==> config.mk <==
export PLATFORM = sky130hd
export DESIGN_NAME = tx_fifo_read_ctrl
export DESIGN_NICKNAME = d
export VERILOG_FILES = /design/src/rtl/tx_fifo_pkg.sv /design/src/rtl/fifo_flex_counter.sv /design/src/rtl/tx_fifo_read_ctrl.sv
export SDC_FILE = /design/constraint.sdc
export NUM_CORES = 1
export LEC_CHECK = 0
export ABC_AREA = 0
export CORE_AREA = 4 4 49 51
export CTS_CLUSTER_DIAMETER = 40
export DETAILED_ROUTE_END_ITERATION = 16
export DIE_AREA = 0 0 53 55
export HOLD_SLACK_MARGIN = 0.02
export PLACE_DENSITY_LB_ADDON = 0.2
export RECOVER_POWER = 25
export SETUP_SLACK_MARGIN = 0.02
export SKIP_CTS_REPAIR_TIMING = 1
export SLEW_MARGIN = 10
export SYNTH_ARGS = -nofsm -noshare
export SYNTH_HDL_FRONTEND = slang
export SYNTH_SLANG_ARGS = --single-unit
==> constraint.sdc <==
create_clock -name clk -period 2.15 [get_ports clk]
set_input_delay 0.43 -clock clk [delete_from_list [all_inputs] [get_ports clk]]
set_output_delay 0.43 -clock clk [all_outputs]
set_load 0.05 [all_outputs]
==> src/rtl/tx_fifo_pkg.sv <==
// tx_fifo_pkg: constants and state type shared by the transmit FIFO read and write sides.
package tx_fifo_pkg;
  localparam int DEPTH = 6;
  localparam int PTR_W = 3;
  localparam logic [PTR_W-1:0] PTR_MAX = 3'd5;
  localparam int DATA_W = 8;
  typedef enum logic {IDLE, LOADED} state_t;
endpackage

==> src/rtl/fifo_flex_counter.sv <==
// fifo_flex_counter: counts 0..rollover_val then wraps to 0; clear has priority over enable.
module fifo_flex_counter #(
  parameter int NUM_CNT_BITS = 3
) (
  input  logic                    clk,
  input  logic                    n_rst,
  input  logic                    clear,
  input  logic                    count_enable,
  input  logic [NUM_CNT_BITS-1:0] rollover_val,
  output logic [NUM_CNT_BITS-1:0] count_out,
  output logic                    rollover_flag
);
  logic [NUM_CNT_BITS-1:0] r_count;
  assign count_out     = r_count;
  assign rollover_flag = (r_count == rollover_val);
  always_ff @(posedge clk or negedge n_rst)
    if (!n_rst) r_count <= '0;
    else if (clear) r_count <= '0;
    else if (count_enable) r_count <= rollover_flag ? '0 : r_count + 1'b1;
endmodule

==> src/rtl/tx_fifo_read_ctrl.sv <==
// tx_fifo_read_ctrl: consumer end of the 6-entry TX FIFO; tail pointer, status flags and
// a one-byte prefetch register feeding the USB TX encoder.
module tx_fifo_read_ctrl
  import tx_fifo_pkg::*;
(
  input  logic              clk,
  input  logic              n_rst,
  input  logic              clear,
  input  logic [PTR_W-1:0]  head_ptr,
  input  logic              head_tog,
  input  logic [DATA_W-1:0] fifo_rdata,
  input  logic              tx_get,
  output logic [PTR_W-1:0]  tail_ptr,
  output logic              tail_tog,
  output logic [DATA_W-1:0] tx_data,
  output logic              tx_valid,
  output logic              empty,
  output logic              full,
  output logic [PTR_W-1:0]  count,
  output logic              underrun
);
  state_t            r_state, w_next;
  logic              r_tog, r_underrun;
  logic [DATA_W-1:0] r_data;
  logic [PTR_W-1:0]  w_tail;
  logic [PTR_W:0]    w_count;
  logic              w_load, w_wrap, w_same;

  fifo_flex_counter #(.NUM_CNT_BITS(PTR_W)) u_tail (
    .clk          (clk),
    .n_rst        (n_rst),
    .clear        (clear),
    .count_enable (w_load),
    .rollover_val (PTR_MAX),
    .count_out    (w_tail),
    .rollover_flag(w_wrap)
  );

  assign w_same  = (w_tail == head_ptr);
  assign empty   = w_same && (r_tog == head_tog);
  assign full    = w_same && (r_tog != head_tog);
  assign w_count = (r_tog == head_tog) ? {1'b0, head_ptr} - {1'b0, w_tail}
                                       : {1'b0, head_ptr} + (PTR_W+1)'(DEPTH) - {1'b0, w_tail};
  assign count   = w_count[PTR_W-1:0];

  // A load refills the output register whenever it is free or being consumed this edge.
  always_comb begin
    w_load = !clear && !empty && (r_state == IDLE || tx_get);
    w_next = r_state;
    if (clear) w_next = IDLE;
    else if (r_state == IDLE) w_next = empty ? IDLE : LOADED;
    else if (tx_get && empty) w_next = IDLE;
  end

  always_ff @(posedge clk or negedge n_rst)
    if (!n_rst) begin
      r_state    <= IDLE;
      r_tog      <= 1'b0;
      r_data     <= '0;
      r_underrun <= 1'b0;
    end else begin
      r_state    <= w_next;
      r_tog      <= clear ? 1'b0 : r_tog ^ (w_load && w_wrap);
      r_data     <= w_load ? fifo_rdata : r_data;
      r_underrun <= !clear && r_state == IDLE && tx_get;
    end

  assign tail_ptr = w_tail;
  assign tail_tog = r_tog;
  assign tx_data  = r_data;
  assign tx_valid = (r_state == LOADED);
  assign underrun = r_underrun;
endmodule

# Word level (Yosys, flattened, before mapping)
# Cells that the tools add are included.
[word_totals]
regBits = 14
input_bits = 16
wordCells = 36
[op_classes]
addsub = 4
eq_ne = 4
muxes = 9
bitwise = 2
n_reduce_logical = 12
[op_table]
columns = ["operator", "count"]
rows = [
  ["3-bit two-way mux", 4],
  ["1-bit logical AND", 8],
  ["3-bit subtractor", 2],
  ["1-bit two-way mux", 5],
  ["3-bit by 1-bit adder with 3-bit output (second input constant)", 1],
  ["3-bit adder (second input constant)", 1],
  ["3-bit == test", 1],
  ["3-bit == test (second input constant)", 1],
  ["1-bit logical NOT", 2],
  ["2-bit nonzero test", 1],
  ["1-bit == test", 1],
  ["1-bit logical OR", 1],
  ["1-bit inequality test", 1],
  ["1-bit inverter", 1],
  ["1-bit bitwise XOR", 1],
]

# Longest topological paths before layout
# Gate-level depths: netlist (run 1).
[depth]
ltp_word = 8
mapped_depth = 8
ltp_nobuf = 8

# Cells and area by module
# A second synthesis (run 1) with hierarchy kept.
[unflattened]
hier_cells = 72
area_unflattened_um2 = 867.1
[by_module_without_submodules]
columns = ["mod", "instances", "cells_each", "area_per_inst_um2"]
rows = [
  ["tx_fifo_read_ctrl", 1, 52, 650.6],
  ["fifo_flex_counter", 1, 20, 216.5],
]

# Worst setup path before layout (run 1)
# OpenSTA, ideal clock, no wires.
[synth_path]
kind = "reg2out"
startpoint = "register u_tail.r_count[1] (netlist: u_tail.count_out[1])"
endpoint = "output count[2]"
arrival_ns = 2.314
required_ns = 1.720
slack_ns = -0.594
stages_incl_launch_ff = 8
n_path_buf = 0
cell_sequence = "dfrtp_1 ha_1 inv_1 ha_1 xor2_1 nand2_1 o21ai_0 xnor2_1"
[synth_via]
elab_chain_cells = 2
[synth_rtl]
columns = ["item", "line_no", "source"]
rows = [
  ["start, declared", "fifo_flex_counter.sv:13", "logic [NUM_CNT_BITS-1:0] r_count;"],
  ["start signal, assigned", "fifo_flex_counter.sv:19", "else if (count_enable) r_count <= rollover_flag ? '0 : r_count + 1'b1;"],
  ["3-bit subtractor, on equally long branches", "tx_fifo_read_ctrl.sv:43, tx_fifo_read_ctrl.sv:42", ""],
  ["3-bit two-way mux (*)", "tx_fifo_read_ctrl.sv:42", "assign w_count = (r_tog == head_tog) ? {1'b0, head_ptr} - {1'b0, w_tail}"],
  ["end, declared", "tx_fifo_read_ctrl.sv:19", "output logic [PTR_W-1:0] count,"],
]
# Mark *: on every way between the ends. The rest lies on a longest branch, timed or not.

# Worst setup path after layout (run 1)
# Ends and elaborated chain as after synthesis.

==> results of run 1 <==
[state kept, by name (all words and copies together), names as in the netlist]
signal	flops
tail_tog	1
tx_data	8
tx_valid	1
u_tail.count_out	3
underrun	1
[worst max-delay path, delay by kind of cell (launching register included)]
kind | cells | cell delay (ns)
compound gates | 1 | 0.08
xor+xnor | 2 | 0.29
fa+ha+maj | 2 | 0.43
buf+inv | 2 | 0.19
flops | 1 | 0.48
simple gates | 1 | 0.10
[cell families (layout without fill, tap and decap cells)]
group / count (synthesis) / in the layout / share of synthesized area
flops: 14 / 14 / 0.464
simple gates: 14 / 14 / 0.113
compound gates: 8 / 8 / 0.0944
mux: 8 / 8 / 0.119
xor+xnor: 6 / 6 / 0.104
buf+inv: 6 / 50 / 0.0298
fa+ha+maj: 4 / 4 / 0.0762
[power breakdown]
group | internal, mW | total [mW] | switching (mW)
Sequential | 0.300 | 0.325 | 0.0250
Clock | 0.0719 | 0.149 | 0.0772
Combinational | 0.272 | 0.612 | 0.340
[through the flow]
step	utilization	power, mW
after global placement	0.675	0.914
after CTS	0.688	1.08
after global routing	0.716	1.14
final	0.716	1.09
after floorplan	-	0.682
after detailed placement	0.675	0.925
[metal layers]
layer,up-vias,global-route usage
li1,293,-
met1,281,0.149
met2,22,0.269
met3,0,0.0590
met4,0,0.0128
met5,-,0
[synth_stat cells (2+ instances only)]
library cell	number
ha_1	3
dfrtp_1	14
mux2_2	4
xnor2_1	2
nand2_1	4
nor3b_1	2
mux2_1	4
o21ai_0	2
inv_1	5
or3_1	2
xor2_1	2
a21oi_1	3
[how the worst max path moves through the flow]
stage | depth (start not counted) | slack (ns) | to | from
finish | 8 | -0.14 | count[2] | u_tail.count_out[1]
CTS | 7 | -0.47 | count[2] | head_ptr[0]
floorplan | 7 | -0.05 | count[2] | u_tail.count_out[1]
global route | 8 | -0.24 | count[2] | u_tail.count_out[1]
global placement | 10 | -0.42 | count[2] | head_ptr[1]
detailed placement | 7 | -0.47 | count[2] | head_ptr[0]
[cell type report]
cell class,count,area [sq um],area share
multi-input combinational,40,494,0.355
timing repair buffer,41,465,0.335
tap,27,33.8,0.0243
inverter,5,18.8,0.0135
clock buffer,4,26.3,0.0189
sequential,14,353,0.254
==> run_results.csv, run 1 <==
group,metric,value,unit
critical_path,crit_path_frequent_cell,"ha_4",
synthesis,synth_area_leader_cell,"dfrtp_1",
routing,routed.top_layer,"met3",
routing,wl_per_cell,13.6,um
hold_path,hold_path_end,"underrun",
finish,layout.cells.non_filler,131,
finish,syn2layout_area_growth,84.1,%
finish,fill_cells,140,
power,power_density,781,nW/um^2
hold_path,hold_path_class,"flop to flop",
sta,period_needed,2.29,ns
global_route,track_usage,0.140,
finish,fin_area,1390,sq um
critical_path,max_stage_delay,0.48,ns
synthesis,synth.avg_cell_area,12.6,sq um
clock_tree,cts_max_level,1,
routing,first_pass_iters,3,
clock_tree,clock_latency,0.28,ns
clock_tree,cts_tree,"done",
placed_design,pre_cts_ws,-0.470,ns
status,outcome,"finished, violations left",
routing,num_vias,596,
hold_path,holdPathStages,1,
critical_path,critPathSlowestCell,"dfrtp_2",
global_route,grt_pass1_wl,2.92,mm
sta,fin_tns_setup,-0.211,ns
floorplanning,rows,16,
sta,tightest_slew,0.620,ns
critical_path,critPathCaptureType,"output pin",
critical_path,worst_r2r_endpoint,"tx_data[7]",
global_route,overflow,0,
power,leakage,0.600,nW
finish,nets,125,
finish,layout_common_cells,"clkdlybuf4s50_1 (24), dfrtp_1 (12), buf_12 (6), buf_4 (6)",
placed_design,place_area,1310,sq um
synthesis,ys_types,25,
finish,antennaDiodeCount,0,
synthesis,synth_edf_count,0,
status,violations,"negative setup slack",
synthesis,ys_dominant_reg_cell,"dfrtp_1",
sta,drv_slew,0,
floorplanning,dieArea,2920,sq um
critical_path,timing.rr.start,"u_tail.count_out[1]",
clock_tree,cts.clk_slew.worst_paths,0.08,ns
sta,hold_ws,0.472,ns
clock_tree,cts.sinks,14,
sta,fmax,436,MHz
synthesis,synthCells,60,
finish,final_common_cell,"clkdlybuf4s50_1",
routing,drt_iter0_markers,2,
routing,wirelength,1.79,mm
synthesis,synth.area.top_cells,"dfrtp_1 (46%), mux2_1 (6.0%), mux2_2 (6.0%), ha_1 (5.0%), xor2_4 (3.6%)",
critical_path,crit_chain,"ha_4 > inv_2 > ha_4 > xor2_1 > nand2_1 > o21ai_4 > xnor2_4 > buf_12",
global_route,grt_max_degree,15,
sta,finalClockSkew,0.00957,ns
routing,met3WireLength,138,um
routing,ant_nets,0,
floorplanning,boundaryPins,35,
floorplanning,dieWidth,53,um
flow_run,drv_cap,0,
routing,met2_wirelength,998,um
critical_path,critPathLaunchType,"flop",
synthesis,ys_async_sr_fraction,1.00,
sta,max-slew-margin-rel,0.585,
placed_design,dp.cells,127,
synthesis,synth-seq-cells,14,
synthesis,netlist.area_leader.share,0.464,
synthesis,ys_warn_count,0,
hold_path,min_from,"tx_valid",
clock_tree,cts_made_buffers,3,
clock_tree,clk_path_buf_depth,2,
clock_tree,cts-root-buf,"clkbuf_4",
routing,drc,0,
floorplanning,core-area,1940,sq um
sta,fin_crit_sh,1.07,
sta,rsz0062_at_grt,"true",
sta,hold_viol_final,0,
critical_path,worstSetupPathType,"flop to output pin",
routing,viasPerCell,4.55,
critical_path,regToRegSetupSlack,0.29,ns
routing,drt-met1-wl,651,um
placed_design,portBuffers,34,
sta,fin_ws,-0.144,ns
floorplanning,die_h,55,um
critical_path,critPathArrivalTime,1.86,ns
finish,drive_gt1_frac,0.385,
floorplanning,start_util,0.389,
placed_design,gp_congestion,0.749,
synthesis,synth_fp_nets,80,
global_route,antenna_found_initial,0,
power,irDropWorstVdd,0.660,mV
sta,finalSetupViolCount,2,
placed_design,place_hpwl,1.47,mm
critical_path,cp_max_fo,7,
critical_path,r2r_cells,5,
global_route,grt_pass1_vias,650,
critical_path,cp.required,1.72,ns
synthesis,yosysSeqAreaShare,0.464,
synthesis,synth_area,756,sq um
Power figures use the tool's default switching activity.
==> run 2, diff against run 1 <==
--- a/config.mk
+++ b/config.mk
@@ -14,7 +14,6 @@
 export PLACE_DENSITY_LB_ADDON = 0.2
 export RECOVER_POWER = 25
 export SETUP_SLACK_MARGIN = 0.02
-export SKIP_CTS_REPAIR_TIMING = 1
 export SLEW_MARGIN = 10
 export SYNTH_ARGS = -nofsm -noshare
 export SYNTH_HDL_FRONTEND = slang
==> run_results.csv, run 2 (synthesized netlist as in run 1, its figures left out) <==
group,metric,value,unit
critical_path,worstSetupPathType,"flop to output pin",
finish,layout.cells.non_filler,134,
power,power_density,780,nW/um^2
critical_path,critPathSlowestCell,"dfrtp_2",
finish,syn2layout_area_growth,84.8,%
clock_tree,cts_max_level,1,
finish,layout_common_cells,"clkdlybuf4s50_1 (24), dfrtp_1 (12), buf_4 (9)",
placed_design,pre_cts_ws,-0.470,ns
floorplanning,core-area,1940,sq um
placed_design,portBuffers,34,
routing,num_vias,612,
sta,tightest_slew,0.618,ns
sta,finalSetupViolCount,2,
routing,wl_per_cell,13.7,um
critical_path,timing.rr.start,"u_tail.count_out[1]",
hold_path,hold_path_class,"flop to flop",
critical_path,crit_family,"flip-flops",
critical_path,cp.depth,8,
power,leakage,0.591,nW
floorplanning,boundaryPins,35,
floorplanning,start_util,0.389,
routing,first_pass_iters,4,
sta,max-slew-margin-rel,0.586,
sta,fin_tns_setup,-0.119,ns
critical_path,path_buf_inv,2,
critical_path,critPathLaunchType,"flop",
global_route,grt_pass1_wl,3.13,mm
sta,period_needed,2.23,ns
floorplanning,rows,16,
floorplanning,dieArea,2920,sq um
clock_tree,cts_made_buffers,3,
status,outcome,"finished, violations left",
placed_design,dp.cells,127,
finish,nets,128,
clock_tree,clk_path_buf_depth,2,
sta,fmax,448,MHz
routing,wirelength,1.84,mm
critical_path,critPathArrivalTime,1.80,ns
clock_tree,cts.sinks,14,
finish,fill_cells,143,
finish,final-seq-area,353,sq um
status,violations,"negative setup slack",
finish,antennaDiodeCount,0,
sta,finalClockSkew,0.0101,ns
hold_path,min_from,"tx_valid",
sta,rsz0062_at_grt,"true",
global_route,grt_pass1_vias,690,
finish,drive_gt1_frac,0.383,
hold_path,holdPathStages,1,
global_route,antenna_found_initial,0,
critical_path,cp-startpoint,"u_tail.count_out[1]",
floorplanning,dieWidth,53,um
finish,largest_reg_flops,8,
routing,viasPerCell,4.57,
critical_path,cp_max_fo,2,
power,irDropWorstVdd,0.662,mV
global_route,grt_max_degree,15,
sta,fin_crit_sh,1.04,
routing,drt_iter0_markers,3,
critical_path,max_stage_delay,0.44,ns
global_route,track_usage,0.151,
critical_path,crit_chain,"ha_4 > inv_2 > ha_4 > xor2_1 > nand2_1 > o21ai_4 > xnor2_4 > buf_12",
floorplanning,die_h,55,um
critical_path,r2r_cells,5,
global_route,overflow,0,
finish,multi_input_area,488,sq um
clock_tree,cts_tree,"done",
placed_design,place_hpwl,1.47,mm
critical_path,crit_path_frequent_cell,"ha_4",
clock_tree,cts-root-buf,"clkbuf_4",
clock_tree,clock_latency,0.28,ns
routing,drc,0,
critical_path,cp.required,1.72,ns
routing,ant_nets,0,
critical_path,critPathCaptureType,"output pin",
clock_tree,cts_hold_buf,0,
sta,hold_viol_final,0,
flow_run,drv_cap,0,
clock_tree,cts.clk_slew.worst_paths,0.08,ns
placed_design,gp_congestion,0.749,
finish,final_common_cell,"clkdlybuf4s50_1",
sta,drv_slew,0,
sta,fin_ws,-0.0802,ns
[run 2: final timing paths]
check | endpoint | slack [ns]
min reg2reg | underrun | 0.47
min | underrun | 0.47
min in group asynchronous | tx_data[2] | 0.60
max reg2reg | tx_data[7] | 0.37
max | count[2] | -0.08
max in group asynchronous | u_tail.count_out[0] | 1.11
[run 2: area by class of cell]
cell class | count | share of cell area
sequential | 14 | 0.253
inverter | 5 | 0.0134
multi-input combinational | 40 | 0.349
timing repair buffer | 44 | 0.341
clock buffer | 4 | 0.0188
tap | 27 | 0.0242
[run 2: power by group]
group | switching, mW | internal [mW] | total (mW)
Sequential | 0.0214 | 0.300 | 0.321
Clock | 0.0773 | 0.0719 | 0.149
Combinational | 0.343 | 0.276 | 0.619
[run 2: worst reg2reg max path: cells and delay by family, from the launching register on]
family / cells / cell delay, ns
AND/OR/NAND/NOR: 2 / 0.29
flip-flops: 1 / 0.44
multiplexers: 1 / 0.33
AO/OA/AOI/OAI: 1 / 0.32
adder cells (fa/ha/maj): 1 / 0.27
[run 2: timing repair]
| action | in CTS | in global routing |
|---|---|---|
| setup endpoints to repair | 4 | 4 |
| buffers inserted | 3 | 0 |
| pin swaps | 7 | 1 |
| hold endpoints to repair | 0 | 0 |
| resized for setup | 12 | 1 |
[run 2: layer usage]
layer / up-vias / part of all wire / GRT usage
li1: 301 / - / -
met3: 2 / 0.079 / 0.0643
met2: 24 / 0.54 / 0.281
met4: 0 / 0.0071 / 0.0298
met5: - / 0 / 0
met1: 285 / 0.37 / 0.159
[run 2: stage by stage]
stage / power, mW / utilization / area, sq um / hold slack (ns)
2_1_floorplan: 0.682 / - / 825 / 0.134
3_3_place_gp: 0.914 / 0.675 / 1310 / 0.444
3_5_place_dp: 0.925 / 0.675 / 1310 / 0.457
4_1_cts: 1.11 / 0.718 / 1390 / 0.470
5_1_grt: 1.15 / 0.719 / 1400 / 0.510
6_report: 1.09 / 0.719 / 1400 / 0.472
==> run 3, diff against run 2 <==
--- a/config.mk
+++ b/config.mk
@@ -10,6 +10,7 @@
 export CTS_CLUSTER_DIAMETER = 40
 export DETAILED_ROUTE_END_ITERATION = 16
 export DIE_AREA = 0 0 53 55
+export GPL_ROUTABILITY_DRIVEN = 0
 export HOLD_SLACK_MARGIN = 0.02
 export PLACE_DENSITY_LB_ADDON = 0.2
 export RECOVER_POWER = 25
==> constraint.sdc (replaced) <==
create_clock -name clk -period 2.15 [get_ports clk]
set_input_delay 0.43 -clock clk [delete_from_list [all_inputs] [get_ports clk]]
set_output_delay 0.43 -clock clk [all_outputs]
set_load 0.005 [all_outputs]
==> run_results.csv, run 3 (synthesized netlist as in run 1, its figures left out) <==
group,metric,value,unit
routing,routed.top_layer,"met4",
power,power_density,611,nW/um^2
routing,ant_nets,0,
sta,tightest_slew,0.597,ns
clock_tree,clk_path_buf_depth,2,
routing,drc,0,
global_route,overflow,0,
routing,drt_iter0_markers,3,
routing,first_pass_iters,2,
finish,layout_common_cells,"clkdlybuf4s50_1 (27), dfrtp_1 (14), buf_4 (11)",
sta,max-slew-margin-rel,0.601,
sta,fmax,480,MHz
critical_path,cp.required,1.72,ns
clock_tree,cts.sinks,14,
critical_path,max_stage_delay,0.24,ns
critical_path,worstSetupPathType,"input pin to output pin",
clock_tree,cts.clk_slew.worst_paths,0.07,ns
global_route,grt_max_degree,15,
critical_path,critPathLaunchType,"input pin",
floorplanning,dieWidth,53,um
placed_design,pre_cts_ws,-0.717,ns
critical_path,cp_max_fo,2,
critical_path,critPathCaptureType,"output pin",
global_route,antenna_found_initial,0,
global_route,grt_pass1_vias,644,
sta,drv_slew,0,
flow_run,drv_cap,0,
status,outcome,"completed",
routing,wl_per_cell,12.1,um
critical_path,crit_chain,"dlygate4sd2_1 > inv_2 > ha_4 > inv_2 > ha_4 > xor2_1 > nand2_1 > o21ai_2 > xnor2_1 > buf_2",
finish,final_common_cell,"clkdlybuf4s50_1",
sta,fin_ws,0.0671,ns
power,irDropWorstVdd,0.498,mV
finish,antennaDiodeCount,0,
routing,met3WireLength,123,um
floorplanning,die_h,55,um
critical_path,critPathSlowestCell,"dlygate4sd2_1",
sta,fin_crit_sh,0.969,
routing,met2_wirelength,837,um
clock_tree,cts_tree,"done",
routing,drt-met1-wl,649,um
finish,syn2layout_area_growth,69.0,%
clock_tree,cts_max_level,1,
finish,drive_gt1_frac,0.336,
global_route,track_usage,0.133,
clock_tree,clock_latency,0.26,ns
sta,rsz0062_at_grt,"true",
clock_tree,cts-root-buf,"clkbuf_4",
finish,nets,129,
floorplanning,rows,16,
clock_tree,cts_made_buffers,3,
sta,finalSetupViolCount,0,
floorplanning,dieArea,2920,sq um
finish,fin_area,1280,sq um
finish,final_core_util,0.658,
floorplanning,core-area,1940,sq um
floorplanning,start_util,0.389,
routing,viasPerCell,4.59,
critical_path,critPathArrivalTime,1.65,ns
hold_path,hold_path_class,"flop to flop",
floorplanning,boundaryPins,35,
sta,fin_tns_setup,0,ns
sta,finalClockSkew,0.00117,ns
finish,largest_reg_flops,8,
routing,num_vias,615,
sta,hold_ws,0.466,ns
routing,wirelength,1.62,mm
placed_design,place_area,1190,sq um
placed_design,place_hpwl,1.31,mm
sta,hold_viol_final,0,
sta,period_needed,2.08,ns
power,leakage,0.543,nW
global_route,grt_pass1_wl,2.75,mm
placed_design,portBuffers,34,
run 3: cell count changes in the layout (fill, tap and decap cells not counted), moves of 2 or more:
cell,before,now
clkdlybuf4s50_1,24,27
dfrtp_2,2,0
buf_12,6,0
buf_2,0,2
dfrtp_1,12,14
buf_4,9,11
xnor2_4,2,0
run 3: critical path: cells and delay by family:
family | cells | cell delay [ns]
compound gates | 1 | 0.07
xor+xnor | 2 | 0.25
fa+ha+maj | 2 | 0.32
simple gates | 1 | 0.08
buf+inv | 4 | 0.50
run 3: stage by stage:
stage	std cells	total power, mW
after CTS	133	0.777
after floorplan	60	0.445
after global placement	129	0.629
after detailed placement	129	0.634
after global routing	134	0.843
final	134	0.780
run 3: layout make-up:
class / count / area, sq um
clock buffer: 3 / 22.5
inverter: 5 / 18.8
multi-input combinational: 40 / 444
fill: 167 / 664
tap: 27 / 33.8
sequential: 14 / 350
timing repair buffer: 45 / 408
run 3: report_power, final:
| part | internal [mW] | switching, mW |
|---|---|---|
| Combinational | 0.201 | 0.124 |
| Sequential | 0.299 | 0.0212 |
| Clock | 0.0647 | 0.0712 |
run 3: layer usage:
metal | track usage | vias up
met4 | 0.0468 | 0
met2 | 0.217 | 15
met1 | 0.154 | 299
li1 | - | 299
met5 | 0 | -
met3 | 0.0617 | 2
run 3: final timing paths:
| check | startpoint | depth (start not counted) | endpoint | slack [ns] |
|---|---|---|---|---|
| max in group asynchronous | n_rst | 1 | tx_data[2] | 1.16 |
| max reg2reg | tail_tog | 6 | tx_data[7] | 0.29 |
| min reg2reg | tx_valid | 1 | underrun | 0.47 |
| max | head_ptr[1] | 10 | count[2] | 0.07 |
| min | tx_valid | 1 | underrun | 0.47 |
| min in group asynchronous | n_rst | 1 | underrun | 0.60 |
run 3: what timing repair did:
| action | 4_1_cts | 5_1_grt |
|---|---|---|
| hold buffers | 0 | 0 |
| setup endpoints to repair | 5 | 3 |
| pin swaps | 7 | 5 |
| gates resized for setup | 22 | 3 |
| setup buffers | 1 | 1 |
| hold endpoints to repair | 0 | 0 |
